===== src/rtl/flash_xip_pkg.sv =====
// flash_xip_pkg: shared constants, FSM encodings and shifter config type for the XIP controller.
// Latency: n/a (definitions only).
// Backpressure: n/a.
package flash_xip_pkg;

    // Quad I/O Read opcode and the mode byte that keeps the flash out of continuous-read mode
    localparam logic [7:0] CMD_QIOR  = 8'hEB;
    localparam logic [7:0] MODE_BITS = 8'h00;

    // Flash clocks per transaction phase
    localparam logic [5:0] CLK_CMD   = 6'd8;
    localparam logic [5:0] CLK_ADDR  = 6'd6;
    localparam logic [5:0] CLK_MODE  = 6'd2;
    localparam logic [5:0] CLK_DUMMY = 6'd4;
    localparam logic [5:0] CLK_DATA  = 6'd32;

    localparam logic [2:0] ST_IDLE  = 3'd0;
    localparam logic [2:0] ST_CS    = 3'd1;
    localparam logic [2:0] ST_CMD   = 3'd2;
    localparam logic [2:0] ST_ADDR  = 3'd3;
    localparam logic [2:0] ST_MODE  = 3'd4;
    localparam logic [2:0] ST_DUMMY = 3'd5;
    localparam logic [2:0] ST_DATA  = 3'd6;
    localparam logic [2:0] ST_DONE  = 3'd7;

    // One shifter phase: nibble-wide or bit-serial, driving or listening, clock count, MSB-aligned payload
    typedef struct packed {
        logic        quad;
        logic        oe;
        logic [5:0]  nclk;
        logic [31:0] tx;
    } shift_cfg_t;

    // Bit offset in the line of received nibble n: bytes land little-endian, high nibble arrives first
    function automatic logic [6:0] nib_bit_pos(input logic [4:0] n);
        return {n[4:1], ~n[0], 2'b00};
    endfunction

endpackage


===== src/rtl/flash_xip_ctrl_qspi_shifter.sv =====
// qspi_shifter: HCLK/2 flash clock generator with bit/nibble shift-out and nibble shift-in for one phase.
// Latency: 2 HCLK per flash clock; done asserts on the edge that ends the last flash clock.
// Backpressure: none; a new start may be issued on the done edge so phases run back to back.
// Ports: start_vld/cfg load a phase; done, rx_vld/rx_dat report progress; fdi/fdo/fdoe/fsclk are pins.
module qspi_shifter
    import flash_xip_pkg::*;
(
    input  logic       HCLK,
    input  logic       HRESETn,
    input  logic       start_vld,
    input  shift_cfg_t cfg,
    output logic       done,
    output logic       rx_vld,
    output logic [3:0] rx_dat,
    input  logic [3:0] fdi,
    output logic [3:0] fdo,
    output logic       fdoe,
    output logic       fsclk
);

    logic        busy_q;
    logic        sclk_q;
    logic [5:0]  cnt_q;
    logic [31:0] tx_q;
    logic        quad_q;
    logic        oe_q;

    // The edge that drops fsclk is both the sample point and the shift point for the next output
    assign rx_vld = busy_q & sclk_q;
    assign rx_dat = fdi;
    assign done   = rx_vld & (cnt_q == 6'd1);

    assign fsclk = sclk_q;
    assign fdoe  = oe_q;
    assign fdo   = !oe_q ? 4'h0 : (quad_q ? tx_q[31:28] : {3'b000, tx_q[31]});

    always_ff @(posedge HCLK or negedge HRESETn) begin
        if (!HRESETn) begin
            busy_q <= 1'b0;
            sclk_q <= 1'b0;
            cnt_q  <= '0;
            tx_q   <= '0;
            quad_q <= 1'b0;
            oe_q   <= 1'b0;
        end else if (start_vld) begin
            busy_q <= 1'b1;
            sclk_q <= 1'b0;
            cnt_q  <= cfg.nclk;
            tx_q   <= cfg.tx;
            quad_q <= cfg.quad;
            oe_q   <= cfg.oe;
        end else if (busy_q) begin
            if (!sclk_q) begin
                sclk_q <= 1'b1;
            end else begin
                sclk_q <= 1'b0;
                cnt_q  <= cnt_q - 6'd1;
                tx_q   <= quad_q ? {tx_q[27:0], 4'h0} : {tx_q[30:0], 1'b0};
                if (cnt_q == 6'd1) begin
                    busy_q <= 1'b0;
                    oe_q   <= 1'b0;
                end
            end
        end
    end

endmodule


===== src/rtl/flash_xip_ctrl.sv =====
// flash_xip_ctrl: AHB-Lite read-only XIP bridge to quad-SPI flash (0xEB reads) with one 16-byte line buffer.
// Latency: line hit returns data with zero wait states; a miss inserts 106 wait states (CS + 52 flash clocks + DONE).
// Backpressure: HREADYOUT held low for the whole line fill; writes complete at once with OKAY and are dropped.
// Ports: HCLK/HRESETn clock and async active-low reset; H* AHB-Lite slave; fdi/fdo/fdoe/fsclk/fcen QSPI pins.
module flash_xip_ctrl
    import flash_xip_pkg::*;
#(
    parameter int ADDR_W     = 24,
    parameter int LINE_WORDS = 4
) (
    input  logic        HCLK,
    input  logic        HRESETn,
    input  logic        HSEL,
    input  logic [31:0] HADDR,
    input  logic [1:0]  HTRANS,
    input  logic        HWRITE,
    input  logic [2:0]  HSIZE,
    input  logic        HREADY,
    output logic        HREADYOUT,
    output logic [31:0] HRDATA,
    output logic        HRESP,
    input  logic [3:0]  fdi,
    output logic [3:0]  fdo,
    output logic        fdoe,
    output logic        fsclk,
    output logic        fcen
);

    localparam int TAG_W = ADDR_W - 4;

    logic [2:0]               state_q;
    logic                     fcen_q;
    logic                     hready_q;
    logic [31:0]              rdata_q;
    logic                     valid_q;
    logic [TAG_W-1:0]         tag_q;
    logic [1:0]               widx_q;
    logic [4:0]               nib_q;
    logic [LINE_WORDS*32-1:0] line_q;

    logic       sh_start;
    shift_cfg_t sh_cfg;
    logic       sh_done;
    logic       sh_rx_vld;
    logic [3:0] sh_rx_dat;

    logic              accept;
    logic              hit;
    logic [ADDR_W-1:0] line_base;
    logic              unused_ok;

    assign accept    = HSEL & HREADY & HTRANS[1] & (state_q == ST_IDLE);
    assign hit       = valid_q & (tag_q == HADDR[ADDR_W-1:4]);
    assign line_base = {tag_q, 4'h0};
    assign unused_ok = ^{HSIZE, HTRANS[0], HADDR[31:ADDR_W], HADDR[1:0]};

    assign HREADYOUT = hready_q;
    assign HRDATA    = rdata_q;
    assign HRESP     = 1'b0;
    assign fcen      = fcen_q;

    // Each phase is loaded on the edge that finishes the previous one, so flash clocks never pause
    always_comb begin
        sh_start = 1'b0;
        sh_cfg   = '0;
        case (state_q)
            ST_CS: begin
                sh_start = 1'b1;
                sh_cfg   = '{quad: 1'b0, oe: 1'b1, nclk: CLK_CMD, tx: {CMD_QIOR, 24'h0}};
            end
            ST_CMD: if (sh_done) begin
                sh_start = 1'b1;
                sh_cfg   = '{quad: 1'b1, oe: 1'b1, nclk: CLK_ADDR, tx: {24'(line_base), 8'h00}};
            end
            ST_ADDR: if (sh_done) begin
                sh_start = 1'b1;
                sh_cfg   = '{quad: 1'b1, oe: 1'b1, nclk: CLK_MODE, tx: {MODE_BITS, 24'h0}};
            end
            ST_MODE: if (sh_done) begin
                sh_start = 1'b1;
                sh_cfg   = '{quad: 1'b1, oe: 1'b0, nclk: CLK_DUMMY, tx: 32'h0};
            end
            ST_DUMMY: if (sh_done) begin
                sh_start = 1'b1;
                sh_cfg   = '{quad: 1'b1, oe: 1'b0, nclk: CLK_DATA, tx: 32'h0};
            end
            default: ;
        endcase
    end

    always_ff @(posedge HCLK or negedge HRESETn) begin
        if (!HRESETn) begin
            state_q  <= ST_IDLE;
            fcen_q   <= 1'b1;
            hready_q <= 1'b1;
            rdata_q  <= '0;
            valid_q  <= 1'b0;
            tag_q    <= '0;
            widx_q   <= '0;
            nib_q    <= '0;
            line_q   <= '0;
        end else begin
            case (state_q)
                ST_IDLE: if (accept && !HWRITE) begin
                    if (hit) begin
                        rdata_q <= line_q[{HADDR[3:2], 5'b0} +: 32];
                    end else begin
                        // Line is invalid from here until the fill finishes
                        hready_q <= 1'b0;
                        fcen_q   <= 1'b0;
                        valid_q  <= 1'b0;
                        tag_q    <= HADDR[ADDR_W-1:4];
                        widx_q   <= HADDR[3:2];
                        nib_q    <= '0;
                        state_q  <= ST_CS;
                    end
                end
                ST_CS:    state_q <= ST_CMD;
                ST_CMD:   if (sh_done) state_q <= ST_ADDR;
                ST_ADDR:  if (sh_done) state_q <= ST_MODE;
                ST_MODE:  if (sh_done) state_q <= ST_DUMMY;
                ST_DUMMY: if (sh_done) state_q <= ST_DATA;
                ST_DATA: begin
                    if (sh_rx_vld) begin
                        line_q[nib_bit_pos(nib_q) +: 4] <= sh_rx_dat;
                        nib_q <= nib_q + 5'd1;
                    end
                    if (sh_done) begin
                        fcen_q  <= 1'b1;
                        state_q <= ST_DONE;
                    end
                end
                ST_DONE: begin
                    valid_q  <= 1'b1;
                    hready_q <= 1'b1;
                    rdata_q  <= line_q[{widx_q, 5'b0} +: 32];
                    state_q  <= ST_IDLE;
                end
                default: state_q <= ST_IDLE;
            endcase
        end
    end

    qspi_shifter u_shifter (
        .HCLK      (HCLK),
        .HRESETn   (HRESETn),
        .start_vld (sh_start),
        .cfg       (sh_cfg),
        .done      (sh_done),
        .rx_vld    (sh_rx_vld),
        .rx_dat    (sh_rx_dat),
        .fdi       (fdi),
        .fdo       (fdo),
        .fdoe      (fdoe),
        .fsclk     (fsclk)
    );

endmodule


===== config.mk =====
export PLATFORM = sky130hd
export DESIGN_NAME = flash_xip_ctrl
export DESIGN_NICKNAME = d
export VERILOG_FILES = /design/src/rtl/flash_xip_pkg.sv /design/src/rtl/flash_xip_ctrl_qspi_shifter.sv /design/src/rtl/flash_xip_ctrl.sv
export SDC_FILE = /design/constraint.sdc
export NUM_CORES = 1
export LEC_CHECK = 0
export CORE_ASPECT_RATIO = 0.75
export CORE_MARGIN = 4
export CORE_UTILIZATION = 23
export CTS_CLUSTER_DIAMETER = 50
export DETAILED_ROUTE_END_ITERATION = 10
export PLACE_DENSITY_LB_ADDON = 0.1
export SLEW_MARGIN = 20
export SYNTH_ARGS = -nofsm -noshare
export SYNTH_HDL_FRONTEND = slang
export SYNTH_HIERARCHICAL = 1
export SYNTH_SLANG_ARGS = --single-unit

===== constraint.sdc =====
create_clock -name HCLK -period 2.5 [get_ports HCLK]
set_input_delay 0.375 -clock HCLK [delete_from_list [all_inputs] [get_ports HCLK]]
set_output_delay 0.375 -clock HCLK [all_outputs]
set_load 0.1 [all_outputs]

; Word level (Yosys, flattened, before mapping)
; Index checks and enable logic that the tools add are counted.
[word_totals]
register_bits = 235
in_bits = 46
output_inout_bits = 41
word_cells = 114
[classes]
add_sub_neg = 3
n_eq_ne = 18
shifts = 4
muxes = 48
n_bitwise = 8
reduce_logical = 18
[op_table]
columns = op, count
row1 = $shiftx A128 B8 Y32, 2
row2 = $pmux W40 S5, 1
row3 = $mux W32, 6
row4 = $mux W40, 4
row5 = $bwmux W128, 1
row6 = $shift A4 B9 Y128 const A, 1
row7 = $shiftx A4 B9 Y128, 1
row8 = $pmux W32 S2, 1
row9 = $pmux W3 S8, 1
row10 = $mux W3, 7
row11 = $eq A20 B20 Y1, 1
row12 = $mux W6, 3
row13 = $mux W1, 15
row14 = $mux W5, 3
row15 = $ne A2 B2 Y1 const B, 7
row16 = $eq A3 B3 Y1 const B, 4
row17 = $reduce_and A3 Y1, 4
row18 = $pmux W5 S2, 1
row19 = $reduce_bool A2 Y1, 5
row20 = $neg A7 Y9, 1
row21 = $mux W4, 2
row22 = $reduce_and A4 Y1, 2
row23 = $reduce_and A7 Y1, 1
row24 = $and A1 B1 Y1, 6
row25 = 13 further kinds, 19

; Longest topological paths before layout
[logic_depth]
word_depth = 6
ltp_mapped = 12
depth_no_buf = 10

; Modules after synthesis
; The synthesis kept the hierarchy.
[modules_own_cells]
columns = module, instances, cells_each, area_each_um2, seq_area_each_um2
row1 = flash_xip_ctrl, 1, 679, 9387.8, 4832.1
row2 = qspi_shifter, 1, 240, 2417.3, 1051.0

; Worst setup path after synthesis
; OpenSTA, ideal clock, no wires.
[synth_timing]
kind = reg2reg
from = register u_shifter.sclk_q, in the netlist u_shifter/fsclk
to = register u_shifter.tx_q[23]
setup_ns = 0.127
arrival_ns = 2.993
t_required_ns = 2.373
setup_slack_ns = -0.620
stages_incl_launch_ff = 11
n_path_buf = 4
synth_period_minus_slack_ns = 3.120
cell_sequence = dfrtp_1 -> buf_2 -> nand2_1 -> nor4b_2 -> o311a_1 -> or2_2 -> buf_2 -> buf_4 -> clkbuf_1 -> o21ai_0 -> mux2_1
[synth_via]
elab_chain_len = 6
elab_cells_between_ends = 10
classes_between = mux: 5 / bitwise: 2 / reduce/logical: 3
[synth_rtl]
columns = item, line_no
row1 = from (decl), flash_xip_ctrl_qspi_shifter.sv:22  ; logic sclk_q;
row2 = from (signal assigned), flash_xip_ctrl_qspi_shifter.sv:40  ; sclk_q <= 1'b0;
row3 = from (signal assigned), flash_xip_ctrl_qspi_shifter.sv:47  ; sclk_q <= 1'b0;
row4 = from (signal assigned), flash_xip_ctrl_qspi_shifter.sv:54  ; sclk_q <= 1'b1;
row5 = $and A1 B1 Y1 *, flash_xip_ctrl_qspi_shifter.sv:29  ; assign rx_vld = busy_q & sclk_q;
row6 = $and A1 B1 Y1 *, flash_xip_ctrl_qspi_shifter.sv:31  ; assign done = rx_vld & (cnt_q == 6'd1);
row7 = named net sh_done, flash_xip_ctrl.sv:43  ; logic sh_done;
row8 = $mux W1 *, --
row9 = $pmux W1 S2 *, flash_xip_ctrl.sv:66  ; case (state_q)
row10 = named net sh_start, flash_xip_ctrl.sv:41  ; logic sh_start;
row11 = $reduce_bool A2 Y1 (no source line), --
row12 = $reduce_and A2 Y1 (no source line), --
row13 = to (signal assigned), flash_xip_ctrl_qspi_shifter.sv:49  ; tx_q <= cfg.tx;
row14 = to (signal assigned), flash_xip_ctrl_qspi_shifter.sv:58  ; tx_q <= quad_q ? {tx_q[27:0], 4'h0} : {tx_q[30:0], 1'b0};
row15 = to (decl), flash_xip_ctrl_qspi_shifter.sv:24  ; logic [31:0] tx_q;
; The timed path passes the listed nets; every way through them passes the cells marked *.
; A chain may end at the register's enable or synchronous reset.

; Worst setup path after layout
[layout_timing]
from = register state_q[1]
to = register u_shifter.cnt_q[3]
[layout_via]
elab_chain_len = 5
elab_cells_between_ends = 12
classes_between = eq/ne: 5 / mux: 3 / reduce/logical: 4
[layout_rtl]
columns = item, line_no
row1 = from (decl), flash_xip_ctrl.sv:31  ; logic [2:0] state_q;
row2 = from (signal assigned), flash_xip_ctrl.sv:93  ; state_q <= ST_IDLE;
row3 = from (signal assigned), flash_xip_ctrl.sv:115  ; state_q <= ST_CS;
row4 = from (signal assigned), flash_xip_ctrl.sv:118  ; ST_CS: state_q <= ST_CMD;
row5 = $eq A3 B3 Y1 or $eq A3 B2 Y1 (tied branches), flash_xip_ctrl.sv:66
row6 = $reduce_or A4 Y1 (no source line), --
row7 = $pmux W1 S2 *, flash_xip_ctrl.sv:66
row8 = named net sh_start, flash_xip_ctrl.sv:41
row9 = $reduce_bool A2 Y1 (no source line), --
row10 = $reduce_and A2 Y1 (no source line), --
row11 = to (signal assigned), flash_xip_ctrl_qspi_shifter.sv:48  ; cnt_q <= cfg.nclk;
row12 = to (signal assigned), flash_xip_ctrl_qspi_shifter.sv:57  ; cnt_q <= cnt_q - 6'd1;
row13 = to (decl), flash_xip_ctrl_qspi_shifter.sv:23  ; logic [5:0] cnt_q;
; Marked as above.

==> metrics.md <==
| Metric | Value |
|---|---|
| Library cell appearing most often on the critical path | `buf_4` |
| Worst clock skew on the final layout | `23.7 ps` |
| Insertion delay of the later-clocked pin in the worst-skew pair | `540 ps` |
| Final setup violation count | `0` |
| Placement Rows | `71` |
| Core occupancy in the finished layout | `30.6%` |
| Via count of the first global-routing pass | `8253` |
| Clock root buffer | `clkbuf_16` |
| Arrival time at the worst endpoint | `2850 ps` |
| Compound-gate portion of the synthesized area | `4.10%` |
| Share of synthesized area spent on multiplexers | `29.5%` |
| TritonCTS Buffers | `35` |
| Stage delay of the slowest cell on the critical path | `500 ps` |
| Max_cap viols | `0` |
| Total GRT Usage | `11.8%` |
| Setup WS post-layout | `81.4 ps` |
| DRC violations left | `0` |
| Post-Syn Instances | `919` |
| Ys async rst share | `100%` |
| Initial Util | `23.4%` |
| Die width | `270 um` |
| Pin count of the biggest net entering global routing | `58` |
| Minimum hold slack | `410 ps` |
| Synthesized cell area | `11800 sq um` |
| Critical-path cell with the highest stage delay | `or4_1` |
| Number of synthesized flops with an enable pin | `0` |
| Hold Fails Final Rpt | `0` |
| Normalized max-slew margin | `59.7%` |
| Classification of the worst setup path | `reg2reg` |
| Diode insertion count for antenna repair | `0` |
| First-pass GRT wire length | `51000 um` |
| Max-slew violation total from the final report | `0` |
| Detailed Route Iter0 Violations | `232` |
| Detailed-routing iteration count for the pre-antenna-repair pass | `5` |
| Clock tree buffer depth | `3` |
| Tcrit/Tclk final | `96.7%` |
| Data required time of the worst path | `2930 ps` |
| Part of the power in the clock network | `32.4%` |
| Placed wire-length estimate | `21700 um` |
| Overflow left after global routing | `0` |
| Tightest Hold Check Type | `in2async` |
| Antenna Violating Nets Remaining | `0` |
| Total via count in the routed design | `7699` |
| Fraction of layout instances using a drive strength above 1 | `41.6%` |
| Sink Count | `235` |
| Switching component of the power | `5630 uW` |
| Post-layout nets | `1156` |
| Switch share | `36.1%` |
| Clock input transition at the sequential cells of the worst setup and hold paths | `60 ps` |
| Static Leak | `0.00704 uW` |
| Area Growth Syn to Fin | `30.8%` |
| Fraction of the yosys area taken by sequential cells | `49.8%` |
| Kind of end point of the critical path | `flop` |
| Crit path launch type | `flop` |
| Main combinational cell family by area after synthesis | `multiplexers` |
| Cell-internal power | `9960 uW` |
| Worst supply voltage drop on vdd | `0.000369 V` |
| Die span in y | `204 um` |
| Combinational Power Share | `35.6%` |
| Level count of the clock H-tree | `2` |
| Synthesized area divided by synthesized cell count | `12.8 sq um` |
| Count of unique library cells instantiated by Yosys | `65` |
| Warnings, synthesis | `6` |
| Port buffer count | `71` |
| Xor and xnor fraction of the mapped netlist area | `1.71%` |
| Min cycle time layout | `2420 ps` |
| Post-detailed-routing wire length | `32000 um` |
| Die ar. | `55100 sq um` |
| Part of the power in registers | `32.0%` |
| Pre-CTS setup slack | `-340 ps` |
| Worst-path cell chain | `buf_4 -> ha_2 -> buf_4 -> o311a_1 -> or2_4 -> buf_12 -> or4_1 -> o211ai_1` |
| Worst-path maximum fanout | `6` |
| Number of antenna violations at the first check in global routing | `1` |
| Run status | `complete, no violations` |
| Last weighted congestion value of the routability-driven placer | `0.704` |
| Max Clock Freq | `413 MHz` |
| Power density over cell area | `1010 nW/um^2` |
| CORE AREA | `50500 sq um` |
| Fraction of the mapped netlist area in simple logic gates | `11.0%` |
| Cell family with most CP delay | `simple AND/OR/NAND/NOR gates` |
| Total power | `15600 uW` |
| Most used DFF post-synth | `dfrtp_1` |
| Final setup TNS | `0 ps` |
| Adder-cell share of the synthesized area | `1.17%` |
| Crit path buffers/inverters | `3` |
| Count of boundary I/O pins | `87` |
| Via-per-instance ratio | `4.32` |
| Detailed-route wire length per cell | `18.0 um` |
| CTS tree | `built` |
| Register bit total from synthesis | `235` |
| Transition time at the pin with the least slew margin | `603 ps` |
==> kinds of logic after synthesis <==
| kind of cell | count (synthesis) |
|---|---|
| compound gates | 84 |
| mux | 280 |
| other cells | 1 |
| buf+inv | 65 |
| flops | 235 |
| fa+ha+maj | 11 |
| xor+xnor | 23 |
| simple gates | 220 |
==> flip-flops by register name, summed over array words and instances, names as in the netlist <==
name and flops:
line_q 128, HRDATA 32, u_shifter/tx_q 32, tag_q 20
u_shifter/cnt_q 6, nib_q 5, state_q 3, widx_q 2
HREADYOUT 1, fcen 1, u_shifter/busy_q 1, u_shifter/fdoe 1
u_shifter/fsclk 1, u_shifter/quad_q 1, valid_q 1
==> layout make-up <==
type | count | area [sq um]
fill | 5094 | 35000
sequential | 235 | 5890
multi-input combinational | 634 | 5750
timing repair buffer | 180 | 1740
clock buffer | 45 | 985
tap | 657 | 822
clock inverter | 17 | 203
inverter | 13 | 48.8
==> final timing paths <==
path | startpoint | end | slack, ps | depth (start not counted)
max | state_q[1]$_DFFE_PN0P_ | u_shifter/cnt_q[3]$_DFFE_PN0P_ | 80 | 8
min | HRESETn | line_q[56]$_DFFE_PN0P_ | 410 | 2
max reg2reg | state_q[1]$_DFFE_PN0P_ | u_shifter/cnt_q[3]$_DFFE_PN0P_ | 80 | 8
min reg2reg | fcen$_DFFE_PN1P_ | fcen$_DFFE_PN1P_ | 480 | 2
max in group asynchronous | HRESETn | HRDATA[1]$_DFFE_PN0P_ | 1330 | 3
min in group HCLK | fcen$_DFFE_PN1P_ | fcen$_DFFE_PN1P_ | 480 | 2
==> metrics by stage <==
stage,instances,cell area (sq um)
2_1_floorplan,933,11900
3_3_place_gp,1706,14100
3_5_place_dp,1706,14100
4_1_cts,1770,15300
5_1_grt,1781,15400
6_report,1781,15400
==> cells in the mapped netlist (7+ instances only) <==
library cell	n	area, sq um
mux2_2	181	2040
mux2i_1	33	330
clkbuf_1	20	75.1
buf_2	18	90.1
mux4_2	32	721
ha_1	11	138
nand2_1	80	300
nor2_1	19	71.3
nor3_4	7	114
and3_1	8	50.1
and2_1	36	225
buf_4	11	82.6
a21oi_1	9	45.0
nor2b_1	8	50.1
dfrtp_1	233	5830
mux2_1	32	360
nand3_1	7	35.0
o21ai_0	33	165
xnor2_1	21	184
inv_1	11	41.3
o21ai_1	14	70.1
==> power groups by stage <==
stage,logic (uW),registers [uW],clock network [uW]
3_3_place_gp,5450,5050,0
5_1_grt,6130,5090,5390
4_1_cts,5480,5000,5240
2_1_floorplan,3220,5300,0
3_5_place_dp,5450,5060,0
6_report,5550,4990,5050
==> what timing repair did <==
| item | 4_1_cts | 5_1_grt |
|---|---|---|
| setup endpoints to repair | 26 | 60 |
| pin swaps | 0 | 4 |
| setup buffers | 0 | 10 |
| hold endpoints to repair | 47 | 0 |
| resized for setup | 1 | 10 |
| cloned | 1 | 1 |
| hold buffers | 1 | 0 |
==> worst reg2reg max path: stages, from the launching register on <==
cell      delay [ps]
dfrtp_1          370
buf_4            140
ha_2             190
buf_4            130
o311a_1          380
or2_4            350
buf_12           160
or4_1            500
o211ai_1         100
==> layout by cell type (no fill, tap or decap), types with 6 or more instances in the layout <==
| cell | n |
|---|---|
| nor2_1 | 19 |
| nand3_1 | 7 |
| xnor2_1 | 21 |
| clkbuf_16 | 37 |
| mux2_1 | 32 |
| ha_1 | 8 |
| clkdlybuf4s50_1 | 30 |
| o21ai_1 | 15 |
| mux2_2 | 181 |
| buf_4 | 125 |
| a21oi_1 | 9 |
| inv_1 | 10 |
| buf_12 | 21 |
| and3_1 | 7 |
| nand2_1 | 80 |
| a21o_1 | 6 |
| o21ai_0 | 32 |
| mux4_2 | 32 |
| nor3_4 | 7 |
| nor2b_1 | 7 |
| and2_1 | 36 |
| dfrtp_1 | 231 |
| mux2i_1 | 32 |
| conb_1 | 15 |
==> metal layers <==
metal | GRT usage (%) | vias up | wire length, um
met1 | 17.9 | 3892 | 16800
li1 | - | 3664 | -
met5 | 0 | - | 0
met2 | 17.1 | 100 | 13400
met3 | 2.43 | 43 | 1230
met4 | 3.36 | 0 | 566
Note: power is estimated with default switching activity, not from simulation.
